==> src/rtl/int_pc_pkg.sv <==
// ---------------------------------------------------------------------------
// int_pc_pkg
// Shared definitions for the interrupt PC-sequencing controller.
//   state_t         : controller FSM states
//   PCSEL_*         : encodings of the next-PC mux select
//   vector_addr()   : handler address for a source id, wraps mod 2^32
// ---------------------------------------------------------------------------
package int_pc_pkg;

    typedef enum logic [1:0] {
        ST_IDLE    = 2'd0,
        ST_TAKE    = 2'd1,
        ST_SERVICE = 2'd2,
        ST_RETURN  = 2'd3
    } state_t;

    localparam logic [1:0] PCSEL_SEQ = 2'b00;
    localparam logic [1:0] PCSEL_VEC = 2'b01;
    localparam logic [1:0] PCSEL_EPC = 2'b10;

    // 32-bit add drops the carry, so vectors near the top of memory wrap to 0.
    function automatic logic [31:0] vector_addr(input logic [31:0] base,
                                                input logic [31:0] id,
                                                input int unsigned stride_log2);
        return base + (id << stride_log2);
    endfunction

endpackage

==> src/rtl/int_prio_enc.sv <==
// ---------------------------------------------------------------------------
// int_prio_enc
// Lowest-index-wins priority encoder.
//   req   in  N     request vector
//   valid out 1     at least one request set
//   id    out ID_W  index of the lowest set request (0 when none)
// ---------------------------------------------------------------------------
module int_prio_enc #(
    parameter int N    = 4,
    parameter int ID_W = $clog2(N)
) (
    input  logic [N-1:0]    req,
    output logic            valid,
    output logic [ID_W-1:0] id
);

    always_comb begin
        valid = |req;
        id    = '0;
        // Scan from the top down so the lowest set index is written last.
        for (int i = N - 1; i >= 0; i--) begin
            if (req[i]) begin
                id = ID_W'(i);
            end
        end
    end

endmodule

==> src/rtl/int_pc_ctrl.sv <==
// ---------------------------------------------------------------------------
// int_pc_ctrl
// Interrupt sequencing controller for the PC stage. Captures rising edges on
// the interrupt lines, masks them, accepts one at an instruction boundary and
// redirects the PC to a vectored handler; RFE redirects back to the saved EPC.
// No nesting: one interrupt in service at a time.
//
// Ports
//   clk         in   1        clock, rising edge
//   reset       in   1        asynchronous, active-low reset
//   irq_in      in   NUM_SRC  interrupt lines, rising edge = request
//   mask_we     in   1        enable-mask write strobe
//   mask_wdata  in   NUM_SRC  new enable mask (1 = enabled)
//   commit      in   1        instruction retires this cycle
//   rfe         in   1        retiring instruction is RFE (needs commit)
//   pc_next     in   32       sequential next PC
//   pc_sel      out  2        00 sequential, 01 vector, 10 EPC
//   pc_target   out  32       redirect address, 0 when pc_sel == 00
//   epc         out  32       saved return PC
//   cause       out  log2(N)  source in service
//   in_service  out  1        high in TAKE and SERVICE
//   dbg_state   out  2        current FSM state (state_t encoding)
//
// Handshake: there is no valid/ready pair. commit is a one-cycle strobe that
// marks an instruction boundary; a redirect is presented for exactly one
// cycle (pc_sel != 00) and the datapath is expected to follow it.
// ---------------------------------------------------------------------------
module int_pc_ctrl
    import int_pc_pkg::*;
#(
    parameter int          NUM_SRC     = 4,
    parameter logic [31:0] VECTOR_BASE = 32'h0000_1000,
    parameter int          STRIDE_LOG2 = 4
) (
    input  logic                       clk,
    input  logic                       reset,
    input  logic [NUM_SRC-1:0]         irq_in,
    input  logic                       mask_we,
    input  logic [NUM_SRC-1:0]         mask_wdata,
    input  logic                       commit,
    input  logic                       rfe,
    input  logic [31:0]                pc_next,
    output logic [1:0]                 pc_sel,
    output logic [31:0]                pc_target,
    output logic [31:0]                epc,
    output logic [$clog2(NUM_SRC)-1:0] cause,
    output logic                       in_service,
    output logic [1:0]                 dbg_state
);

    localparam int ID_W = $clog2(NUM_SRC);

    state_t             state_q,      state_d;
    logic [NUM_SRC-1:0] irq_prev_q,   irq_prev_d;
    logic [NUM_SRC-1:0] pending_q,    pending_d;
    logic [NUM_SRC-1:0] mask_q,       mask_d;
    logic [31:0]        epc_q,        epc_d;
    logic [ID_W-1:0]    cause_q,      cause_d;
    logic [1:0]         pc_sel_q,     pc_sel_d;
    logic [31:0]        pc_target_q,  pc_target_d;
    logic               in_service_q, in_service_d;

    logic [NUM_SRC-1:0] rise;
    logic [NUM_SRC-1:0] eligible;
    logic [NUM_SRC-1:0] clr;
    logic               win_valid;
    logic [ID_W-1:0]    win_id;

    assign eligible = pending_q & mask_q;

    int_prio_enc #(
        .N    (NUM_SRC),
        .ID_W (ID_W)
    ) u_prio (
        .req   (eligible),
        .valid (win_valid),
        .id    (win_id)
    );

    always_comb begin
        irq_prev_d = irq_in;
        rise       = irq_in & ~irq_prev_q;
        mask_d     = mask_we ? mask_wdata : mask_q;

        state_d = state_q;
        epc_d   = epc_q;
        cause_d = cause_q;
        clr     = '0;

        case (state_q)
            ST_IDLE: begin
                // rfe has no meaning here; only commit + eligible matters.
                if (commit && win_valid) begin
                    epc_d   = pc_next;
                    cause_d = win_id;
                    clr     = NUM_SRC'(1) << win_id;
                    state_d = ST_TAKE;
                end
            end
            ST_TAKE:    state_d = ST_SERVICE;
            ST_SERVICE: begin
                if (commit && rfe) begin
                    state_d = ST_RETURN;
                end
            end
            ST_RETURN:  state_d = ST_IDLE;
            default:    state_d = ST_IDLE;
        endcase

        // A new edge on the source being accepted survives the clear.
        pending_d = (pending_q & ~clr) | rise;

        // Outputs are decoded from the next state so they are registered and
        // line up with the state they describe.
        pc_sel_d     = PCSEL_SEQ;
        pc_target_d  = '0;
        in_service_d = 1'b0;
        case (state_d)
            ST_TAKE: begin
                pc_sel_d     = PCSEL_VEC;
                pc_target_d  = vector_addr(VECTOR_BASE, 32'(cause_d), STRIDE_LOG2);
                in_service_d = 1'b1;
            end
            ST_SERVICE: begin
                in_service_d = 1'b1;
            end
            ST_RETURN: begin
                pc_sel_d    = PCSEL_EPC;
                pc_target_d = epc_q;
            end
            default: begin
                pc_sel_d = PCSEL_SEQ;
            end
        endcase
    end

    always_ff @(posedge clk or negedge reset) begin
        if (!reset) begin
            state_q      <= ST_IDLE;
            irq_prev_q   <= '0;
            pending_q    <= '0;
            mask_q       <= '0;
            epc_q        <= '0;
            cause_q      <= '0;
            pc_sel_q     <= PCSEL_SEQ;
            pc_target_q  <= '0;
            in_service_q <= 1'b0;
        end else begin
            state_q      <= state_d;
            irq_prev_q   <= irq_prev_d;
            pending_q    <= pending_d;
            mask_q       <= mask_d;
            epc_q        <= epc_d;
            cause_q      <= cause_d;
            pc_sel_q     <= pc_sel_d;
            pc_target_q  <= pc_target_d;
            in_service_q <= in_service_d;
        end
    end

    assign pc_sel     = pc_sel_q;
    assign pc_target  = pc_target_q;
    assign epc        = epc_q;
    assign cause      = cause_q;
    assign in_service = in_service_q;
    assign dbg_state  = state_q;

endmodule

==> config.mk <==
export PLATFORM = sky130hd
export DESIGN_NAME = int_pc_ctrl
export DESIGN_NICKNAME = d
export VERILOG_FILES = /design/src/rtl/int_pc_pkg.sv /design/src/rtl/int_prio_enc.sv /design/src/rtl/int_pc_ctrl.sv
export SDC_FILE = /design/constraint.sdc
export NUM_CORES = 1
export LEC_CHECK = 0
export CORE_UTILIZATION = 47
export DETAILED_ROUTE_END_ITERATION = 8
export PLACE_DENSITY = 0.89
export SETUP_SLACK_MARGIN = 0.4
export SLEW_MARGIN = 25
export SYNTH_ARGS = -nofsm -noshare
export SYNTH_HDL_FRONTEND = slang
export SYNTH_SLANG_ARGS = --single-unit
==> constraint.sdc <==
create_clock -name clk -period 5.01 [get_ports clk]
set_input_delay 0.501 -clock clk [delete_from_list [all_inputs] [get_ports clk]]
set_output_delay 0.501 -clock clk [all_outputs]
set_load 0.01 [all_outputs]
# == Word level (Yosys, flattened, before mapping) ==
# Cells that the tools add are included.
# totals
regBits,83
latchBits,0
mem_bits_rw,0
mem_bits_ro,0
elab_cells,43
n_memories,0
# classes
add_sub_neg,1
n_mul,0
div,0
n_lt_le_gt_ge,0
eq_ne,6
shift,1
n_mux,14
bitwise_logic,6
n_reduce_logical,6
# ops
cell,n
32-bit case mux with 2 select lines,1
2-bit 2-to-1 mux,8
"13-bit by 6-bit adder with 14-bit output, first input constant",1
4-bit AND,3
"2-bit equality test, second input constant",4
4-bit 2-to-1 mux,2
4-bit inverter,2
2-bit case mux with 4 select lines,1
"2-bit by 1-bit equality test with 1-bit output, second input constant",2
4-bit OR,1
2-bit case mux with 2 select lines,1
4-bit OR reduction,1
"1-bit by 2-bit << shifter with 4-bit output, first input constant",1
1-bit logical AND,2
2-bit logical NOT,1
2-bit AND reduction,1
2-bit OR reduction,1
1-bit 2-to-1 mux,1

# == Longest topological paths before layout ==
# Gate-level depths: netlist of run 1.
# logic_depth
ltp_word,11
ltp_mapped,11
ltp_nobuf,10

# == By module ==
# A second synthesis of run 1 with hierarchy kept.
# unflattened
hier_cells,277
hier_area_um2,3047.9
# modules_own_cells
mod,n_inst,cells_per_inst,area_per_inst_um2
int_pc_ctrl,1,270,3012.9
int_prio_enc,1,7,35.0

# == Worst setup path after synthesis of run 1 ==
# No wires, ideal clock.
# synth_path
path_kind,reg-to-reg
from,register state_q[0] (netlist: dbg_state[0])
to,register pc_target_q[12] (netlist: pc_target[12])
setup_ns,0.071
arrival_time_ns,2.014
path_slack_ns,2.924
path_stages_with_launch,12
n_path_buf,2
period_less_slack_ns,2.086
cell_sequence,dfrtp_1 inv_1 ha_1 nand2_2 a21oi_4 buf_6 nor2_1 inv_1 ha_1 clkbuf_1 a21oi_1 nor2_1
# synth_between
elab_chain_len,4
word_cells_on_any_way,12
# synth_lines
item,line,rtl
"start, declared",int_pc_ctrl.sv:53,"state_t state_q, state_d;"
"start signal, assigned",int_pc_ctrl.sv:149,state_q <= state_d;
2-bit equality test (tied with other cells),int_pc_ctrl.sv:90,case (state_q)
2-bit case mux with 4 select lines (*),int_pc_ctrl.sv:90,
net state_d[0],int_pc_ctrl.sv:53,
2-bit equality test or 2-bit by 1-bit equality test with 1-bit output (tied branches),int_pc_ctrl.sv:118,case (state_d)
32-bit case mux with 2 select lines (*),int_pc_ctrl.sv:118,
net pc_target_d[12],int_pc_ctrl.sv:60,"logic [31:0] pc_target_q, pc_target_d;"
"end signal, assigned",int_pc_ctrl.sv:156,pc_target_q <= pc_target_d;
"end, declared",int_pc_ctrl.sv:60,
# Mark *: on every way through the listed nets, which the timed path passes. The rest lies on a longest branch.
# A chain may end at the register's enable or synchronous reset.

# == Worst setup path after layout of run 1 ==
# layout_path
from,register state_q[0] (netlist: dbg_state[0])
to,register pc_target_q[4] (netlist: pc_target[4])
# Same word-level chain as after synthesis.

==> flow_metrics.py, run 1 <==
metrics = {
    "outcome": {
        "status": "complete, no violations",
    },
    "sta": {
        "finalSetupTns_ns": 0,
        "period_share": 0.613,
        "fmax_mhz": 325,
        "drv_slew": 0,
        "setup_ws_ns": 1.94,
        "worstMarginPinSlew_ns": 0.882,
        "setup_viol": 0,
        "period_minus_slack_ns": 3.07,
        "fin_worst_skew_ns": 0.0134,
        "slew_headroom": 0.412,
        "hold_viol_final": 0,
        "rsz0062_at_grt": "no",
    },
    "layout": {
        "areaGrowthSynthToFinish_pct": 46.4,
        "layout_commonest_cell": "clkdlybuf4s50_1",
        "drive_gt1_frac": 0.167,
        "layoutNonFillerInstCount": 407,
        "fin_nets": 375,
        "antennaDiodeCount": 0,
        "fillerInstances": 438,
        "most-common-layout-cells": "clkdlybuf4s50_1 (114), dfrtp_1 (83), and2_1 (29), mux2_4 (29), clkbuf_8 (10)",
        "stdcell_area_mm2": 0.00459,
    },
    "global_routing": {
        "antenna_found_initial": 0,
        "grt_first_pass_wirelength_um": 10600,
        "overflow": 0,
        "grt_max_degree": 84,
        "grt_use_total": 0.195,
        "grt_pass1_vias": 2113,
    },
    "power_and_ir_drop": {
        "power_density_mw_per_mm2": 652,
        "power.leakage_nw": 2.07,
        "vdd_drop_max_uv": 494,
    },
    "clock_network": {
        "clock_latency_ns": 0.34,
        "cts_setup_buffers": 0,
        "post_cts_resized": 0,
        "clock_sinks": 83,
        "clk_path_buf_depth": 2,
        "cts_buffers": 9,
        "clock-root-buffer": "clkbuf_8",
        "cts_tree": "done",
        "clk_pin_slew_worst_paths_ns": 0.08,
        "cts_max_level": 3,
        "cts_hold_buf": 0,
    },
    "worst_setup_path": {
        "start_kind": "flip-flop",
        "slowest_delay_ns": 0.76,
        "crit_required_ns": 5.27,
        "crit_family": "adder cells",
        "endpoint_kind": "flip-flop",
        "crit_path_max_fanout": 33,
        "crit_type": "flip-flop to flip-flop",
        "crit_arrival_ns": 3.33,
        "worst-path-buf-inv": 3,
        "cpMaxStageDelayCell": "ha_1",
        "worstPathCellList": "inv_1, ha_1, nand2_2, a21oi_4, buf_4, nor2_1, inv_1, ha_1, nand2_1, a21oi_1",
    },
    "place": {
        "place_inst": 391,
        "dpl_cell_area_mm2": 0.00434,
        "dp_hpwl_um": 4410,
        "pre_cts_ws_ns": 1.62,
        "gp_congestion": 0.804,
        "place.port_buffers": 115,
    },
    "floorplan": {
        "coreArea_mm2": 0.00639,
        "die-width_um": 83.6,
        "io_pins": 116,
        "dieHeight_um": 83.6,
        "initial_core_util": 0.490,
        "num_rows": 29,
        "design.die.area_mm2": 0.00699,
    },
    "hold_path": {
        "hp-class": "input port to asynchronous set/reset pin",
    },
    "drt": {
        "vias": 2037,
        "drt_iter0_markers": 24,
        "drt_first_pass_iters": 4,
        "drc": 0,
        "ant_nets": 0,
        "routedWlPerCell_um": 15.6,
        "routed_wl_um": 6370,
        "drt-vias-per-instance": 5.00,
    },
    "synthesis": {
        "synthCells": 204,
        "syn-cell-area_mm2": 0.00313,
        "ys_ff_latch": 83,
        "synth_cell_type_count": 24,
        "ys_warn_count": 0,
        "ys_seq_area_frac": 0.663,
        "synth_area_per_cell_um2": 15.4,
        "synth_nets": 254,
    },
    "run": {
        "cap_violations": 0,
    },
}
==> cells in the mapped netlist, drive strengths merged <==
library cell | instances | share of area
nor2 | 5 | 0.0060
nand2 | 9 | 0.012
ha | 5 | 0.020
o221ai | 1 | 0.0028
clkbuf | 3 | 0.0036
a22o | 3 | 0.0084
a31oi | 1 | 0.0020
o21ai | 4 | 0.0064
dfrtp | 83 | 0.66
a2bb2oi | 1 | 0.0028
and2 | 29 | 0.058
nand3b | 1 | 0.0024
a22oi | 2 | 0.0048
a32oi | 1 | 0.0028
o21ba | 1 | 0.0032
buf | 3 | 0.011
o22a | 1 | 0.0028
mux2 | 36 | 0.16
nand3 | 2 | 0.0032
a21oi | 5 | 0.012
inv | 8 | 0.0096
==> final cells by class <==
cell class / count / area [µm²] / share of cell area
timing repair buffer: 116 / 1160 / 0.253
clock buffer: 12 / 145 / 0.0317
tap: 77 / 96.3 / 0.0210
clock inverter: 4 / 97.6 / 0.0213
sequential: 83 / 2080 / 0.453
inverter: 8 / 30.0 / 0.00655
multi-input combinational: 107 / 980 / 0.214
==> sequential cells by signal (all words and copies together) (netlist names) <==
name,cells
cause,2
in_service,1
pending_q,4
dbg_state,2
epc,32
mask_q,4
pc_target,32
pc_sel,2
irq_prev_q,4
==> metrics by stage <==
| step | total power, mW | util | hold WS, ns |
|---|---|---|---|
| floorplan | 1.74 | - | 0.205 |
| global placement | 2.39 | 0.679 | 0.403 |
| detailed placement | 2.44 | 0.679 | 0.427 |
| CTS | 3.02 | 0.717 | 0.365 |
| global route | 3.15 | 0.718 | 0.240 |
| finish | 2.99 | 0.718 | 0.161 |
==> layer usage <==
layer  wire length, µm  GRT usage  up-vias  part of all wire
met5                 0          0        -                 0
met4                91     0.0724        0             0.014
met3               369     0.0465       10             0.058
met2              3200      0.320       79              0.50
met1              2710      0.254     1020              0.42
li1                  -          -      928                 -
==> report_power, final <==
group          switching, mW  leakage, nW  total [mW]  internal (mW)
clock                  0.225        0.117       0.570          0.345
sequential             0.167         1.03        1.12          0.952
combinational          0.501        0.927        1.30          0.802
total                  0.893         2.07        2.99           2.10
==> logic make-up (layout without fill, tap and decap cells) <==
kind of cell | Yosys count | count (layout) | share of synthesized area
adder cells (fa/ha/maj) | 5 | 5 | 0.0200
flip-flops | 83 | 83 | 0.663
AO/OA/AOI/OAI | 20 | 20 | 0.0475
AND/OR/NAND/NOR | 46 | 46 | 0.0811
multiplexers | 36 | 36 | 0.164
buffers and inverters | 14 | 140 | 0.0240
==> worst paths after layout <==
kind	end	cells past startpoint	slack (ns)	startpoint
worst max-delay path	pc_target[4]	10	1.94	dbg_state[0]
worst min-delay path	epc[30]	1	0.16	reset
worst max register to register	pc_target[4]	10	1.94	dbg_state[0]
worst min register to register	pending_q[0]	1	0.42	irq_prev_q[0]
max in group asynchronous	pending_q[2]	1	4.31	reset
min in group clk	pending_q[0]	1	0.42	irq_prev_q[0]
Note: power is estimated with default switching activity, not from simulation.
==> run 2, diff against run 1 <==
Settings changed: CORE_UTILIZATION 47 to 44, PLACE_DENSITY 0.89 to 0.85.
Clock period 5.01 ns to 3.2 ns, I/O delays scaled along.
==> flow_metrics.py, run 2 (synthesis results as in run 1) <==
metrics = {
    "sta": {
        "slew_headroom": 0.519,
        "rsz0062_at_grt": "no",
        "worstMarginPinSlew_ns": 0.722,
        "hold_viol_final": 0,
        "period_share": 0.713,
        "period_minus_slack_ns": 2.28,
        "fmax_mhz": 438,
        "drv_slew": 0,
        "fin_worst_skew_ns": 0.0109,
        "setup_viol": 0,
        "finalSetupTns_ns": 0,
    },
    "global_routing": {
        "overflow": 0,
        "antenna_found_initial": 0,
        "grt_first_pass_wirelength_um": 10200,
        "grt_use_total": 0.183,
        "grt_max_degree": 84,
        "grt_pass1_vias": 2099,
    },
    "worst_setup_path": {
        "crit_arrival_ns": 2.49,
        "start_kind": "flip-flop",
        "worstPathCellList": "inv_1, ha_1, nand3b_1, a21oi_1, nor2_1, inv_1, ha_1, buf_4, a21oi_1, nor2_1",
        "r2r_slack_ns": 0.92,
        "crit_family": "adder cells",
        "cpMaxStageDelayCell": "dfrtp_1",
        "crit_path_start": "dbg_state[0]",
        "slowest_delay_ns": 0.39,
        "rr_startpoint": "dbg_state[0]",
        "crit_required_ns": 3.41,
        "endpoint_kind": "flip-flop",
        "worst-path-buf-inv": 3,
        "crit_path_max_fanout": 18,
        "crit_type": "flip-flop to flip-flop",
    },
    "clock_network": {
        "clock-root-buffer": "clkbuf_8",
        "clk_path_buf_depth": 2,
        "cts_setup_buffers": 0,
        "post_cts_resized": 0,
        "clock_sinks": 83,
        "cts_buffers": 9,
        "cts_max_level": 3,
        "cts_tree": "done",
        "clk_pin_slew_worst_paths_ns": 0.08,
        "clock_latency_ns": 0.33,
        "cts_hold_buf": 0,
    },
    "layout": {
        "areaGrowthSynthToFinish_pct": 46.3,
        "antennaDiodeCount": 0,
        "fin_nets": 376,
        "fillerInstances": 533,
        "seqCellArea_mm2": 0.00208,
        "fin_util": 0.671,
        "drive_gt1_frac": 0.167,
        "multiInputGateArea_um2": 980,
        "layoutNonFillerInstCount": 426,
        "most-common-layout-cells": "clkdlybuf4s50_1 (114), dfrtp_1 (83), and2_1 (29), mux2_4 (29), clkbuf_8 (9)",
        "layout_commonest_cell": "clkdlybuf4s50_1",
    },
    "power_and_ir_drop": {
        "power_density_mw_per_mm2": 997,
        "vdd_drop_max_uv": 543,
        "power.leakage_nw": 2.06,
    },
    "drt": {
        "drt_iter0_markers": 17,
        "drt_first_pass_iters": 6,
        "routed_wl_um": 6330,
        "vias": 1979,
        "drt-vias-per-instance": 4.65,
        "drc": 0,
        "ant_nets": 0,
        "routedWlPerCell_um": 14.9,
    },
    "floorplan": {
        "initial_core_util": 0.458,
        "dieHeight_um": 86.4,
        "die-width_um": 86.4,
        "coreArea_mm2": 0.00683,
        "io_pins": 116,
        "num_rows": 30,
        "design.die.area_mm2": 0.00746,
    },
    "hold_path": {
        "hp-class": "input port to asynchronous set/reset pin",
    },
    "place": {
        "place.port_buffers": 115,
        "place_inst": 411,
        "gp_congestion": 0.780,
        "dp_hpwl_um": 4400,
    },
    "run": {
        "cap_violations": 0,
    },
    "outcome": {
        "status": "complete, no violations",
    },
}
run 2: changes by cell type in the layout (fill, tap and decap cells not counted), sizes merged:
cell / change
clkbuf: -1
bufinv: -1
clkinv: +1
buf: +1
run 2: path summary, 6_finish.rpt:
kind                                       to  cells after the start
worst max-delay path            pc_target[12]                     10
worst min-delay path                  epc[11]                      1
worst max register to register  pc_target[12]                     10
worst min register to register   pending_q[0]                      1
max in group asynchronous              epc[4]                      1
min in group clk                 pending_q[0]                      1
run 2: power by group:
part / internal [mW] / switching (mW)
Clock: 0.437 / 0.340
Sequential: 1.49 / 0.260
Combinational: 1.26 / 0.775
Total: 3.19 / 1.38
run 2: layer usage:
layer | GRT usage | share of wire | wire length [µm]
met5 | 0 | 0 | 0
met4 | 0.0939 | 0.026 | 165
met3 | 0.0495 | 0.063 | 396
met2 | 0.302 | 0.49 | 3070
met1 | 0.222 | 0.43 | 2690
run 2: area by class of cell:
type | instances | share of cell area
flip-flops and latches | 83 | 0.453
clock buffers | 11 | 0.0287
multi-input cells | 107 | 0.214
inverters | 8 | 0.00655
repair buffers | 117 | 0.255
clock inverters | 4 | 0.0167
well taps | 96 | 0.0262
run 2: through the flow:
step                      hold slack, ns  setup slack (ns)  area, µm²  power, mW
final                            0.00656             0.919       4580       4.57
after CTS                          0.186             0.897       4580       4.62
after global placement             0.404             0.876       4370       3.77
after global routing              0.0785             0.601       4580       4.86
after detailed placement           0.424             0.778       4370       3.82
after floorplan                   0.0244              1.11       3130       2.72
run 2: worst register-to-register path: stages (launching register included):
cell      delay [ns]
dfrtp_1         0.39
inv_1           0.10
ha_1            0.26
nand3b_1        0.13
a21oi_1         0.07
nor2_1          0.23
inv_1           0.14
ha_1            0.39
buf_4           0.26
a21oi_1         0.13
nor2_1          0.05
==> run 3, diff against run 2 <==
Clock period 3.2 ns to 2.1 ns, I/O delays scaled along.
==> flow_metrics.py, run 3 (synthesis results as in run 1) <==
metrics = {
    "power_and_ir_drop": {
        "p_total_mw": 7.79,
        "power.leakage_nw": 2.21,
        "vdd_drop_max_uv": 977,
        "power_density_mw_per_mm2": 1590,
    },
    "drt": {
        "drt_first_pass_iters": 4,
        "routed_wl_um": 7050,
        "vias": 2101,
        "routedWlPerCell_um": 15.8,
        "ant_nets": 0,
        "drt_iter0_markers": 75,
        "drc": 0,
        "drt-vias-per-instance": 4.71,
    },
    "layout": {
        "layout_commonest_cell": "clkdlybuf4s50_1",
        "fillerInstances": 493,
        "areaGrowthSynthToFinish_pct": 56.9,
        "most-common-layout-cells": "clkdlybuf4s50_1 (114), dfrtp_1 (83), mux2_4 (29)",
        "drive_gt1_frac": 0.266,
        "antennaDiodeCount": 0,
        "fin_nets": 395,
        "fin_util": 0.719,
    },
    "hold_path": {
        "hp-class": "input port to flip-flop",
    },
    "sta": {
        "rsz0062_at_grt": "yes",
        "period_share": 0.828,
        "setup_ws_ns": 0.361,
        "slew_headroom": 0.665,
        "hold_viol_final": 0,
        "worstMarginPinSlew_ns": 0.502,
        "fmax_mhz": 575,
        "hold_slack_ns": 0.329,
        "drv_slew": 0,
        "setup_viol": 0,
        "finalSetupTns_ns": 0,
        "period_minus_slack_ns": 1.74,
        "fin_worst_skew_ns": 0.00794,
    },
    "global_routing": {
        "grt_first_pass_wirelength_um": 10400,
        "grt_pass1_vias": 2006,
        "overflow": 0,
        "antenna_found_initial": 0,
        "grt_use_total": 0.189,
        "grt_max_degree": 46,
    },
    "place": {
        "pre_cts_ws_ns": 0.159,
        "place.port_buffers": 115,
        "dp_hpwl_um": 4540,
        "gp_congestion": 0.821,
    },
    "floorplan": {
        "die-width_um": 86.4,
        "initial_core_util": 0.458,
        "design.die.area_mm2": 0.00746,
        "dieHeight_um": 86.4,
        "num_rows": 30,
        "io_pins": 116,
        "coreArea_mm2": 0.00683,
    },
    "outcome": {
        "status": "complete, no violations",
    },
    "clock_network": {
        "clock-root-buffer": "clkbuf_8",
        "cts_max_level": 3,
        "clock_latency_ns": 0.34,
        "clk_path_buf_depth": 2,
        "clk_pin_slew_worst_paths_ns": 0.08,
        "cts_tree": "done",
        "cts_buffers": 9,
        "clock_sinks": 83,
    },
    "worst_setup_path": {
        "crit_required_ns": 2.33,
        "crit_type": "flip-flop to flip-flop",
        "start_kind": "flip-flop",
        "endpoint_kind": "flip-flop",
        "crit_path_max_fanout": 14,
        "crit_arrival_ns": 1.97,
    },
    "run": {
        "cap_violations": 0,
    },
}
## run 3: cell types whose count changed in the layout (fill, tap and decap cells not counted), moves of 3 or more
cell,change
clkbuf_16,+3
and2_4,+7
ha_4,+3
and2_1,-7
buf_12,+3
inv_1,-3
ha_1,-3
buf_4,+12
## run 3: timing repair
| action | in CTS | in global routing |
|---|---|---|
| endpoints found under the setup margin | 58 | 62 |
| pin swaps | 2 | 4 |
| setup buffers | 2 | 11 |
| hold endpoints to repair | 38 | 0 |
| hold buffers | 1 | 0 |
| cloned | 0 | 3 |
| gates resized for setup | 4 | 11 |
## run 3: layout make-up
type                            count  area [µm²]  area share
Sequential cell                    83        2080       0.423
Timing Repair Buffer              136        1400       0.286
Multi-Input combinational cell    107        1070       0.218
Clock buffer                       11         131      0.0267
Tap cell                           96         120      0.0245
Clock inverter                      5        77.6      0.0158
Inverter                            8        32.5     0.00662
## run 3: through the flow
step	std cells	area [µm²]
4_1_cts	432	4720
6_report	446	4910
3_5_place_dp	413	4470
5_1_grt	446	4910
2_1_floorplan	204	3230
3_3_place_gp	413	4470
## run 3: worst paths after layout
path                               start            end  slack [ns]  cells past startpoint
setup / recovery            dbg_state[0]  pc_target[29]        0.36                      9
hold / removal                 irq_in[1]  irq_prev_q[1]        0.33                      1
setup reg to reg            dbg_state[0]  pc_target[29]        0.36                      9
hold reg to reg            irq_prev_q[0]   pending_q[0]        0.44                      1
max in group asynchronous          reset  pc_target[25]        1.11                      3
min in group asynchronous          reset         epc[4]        0.38                      2
## run 3: routing by layer
metal  GRT usage  routed length, µm  part of all wire  up-vias
li1            -                  -                 -      973
met2       0.289               3440              0.49       88
met1       0.254               3090              0.44     1031
met5           0                  0                 0        -
met3      0.0486                408             0.058        9
met4      0.0909                111             0.016        0
## run 3: worst max-delay path, stage by stage, from the launching register on
cell       delay [ns]
dfrtp_1          0.40
inv_2            0.09
ha_4             0.17
nand3b_1         0.14
a21oi_2          0.08
nor2_4           0.15
inv_4            0.06
ha_4             0.20
clkbuf_16        0.17
and2_1           0.15
## run 3: power breakdown
part,switching (mW),leakage [nW],internal (mW)
Combinational,1.42,1.07,2.47
Clock,0.537,0.103,0.667
Sequential,0.426,1.03,2.27
Total,2.38,2.21,5.41
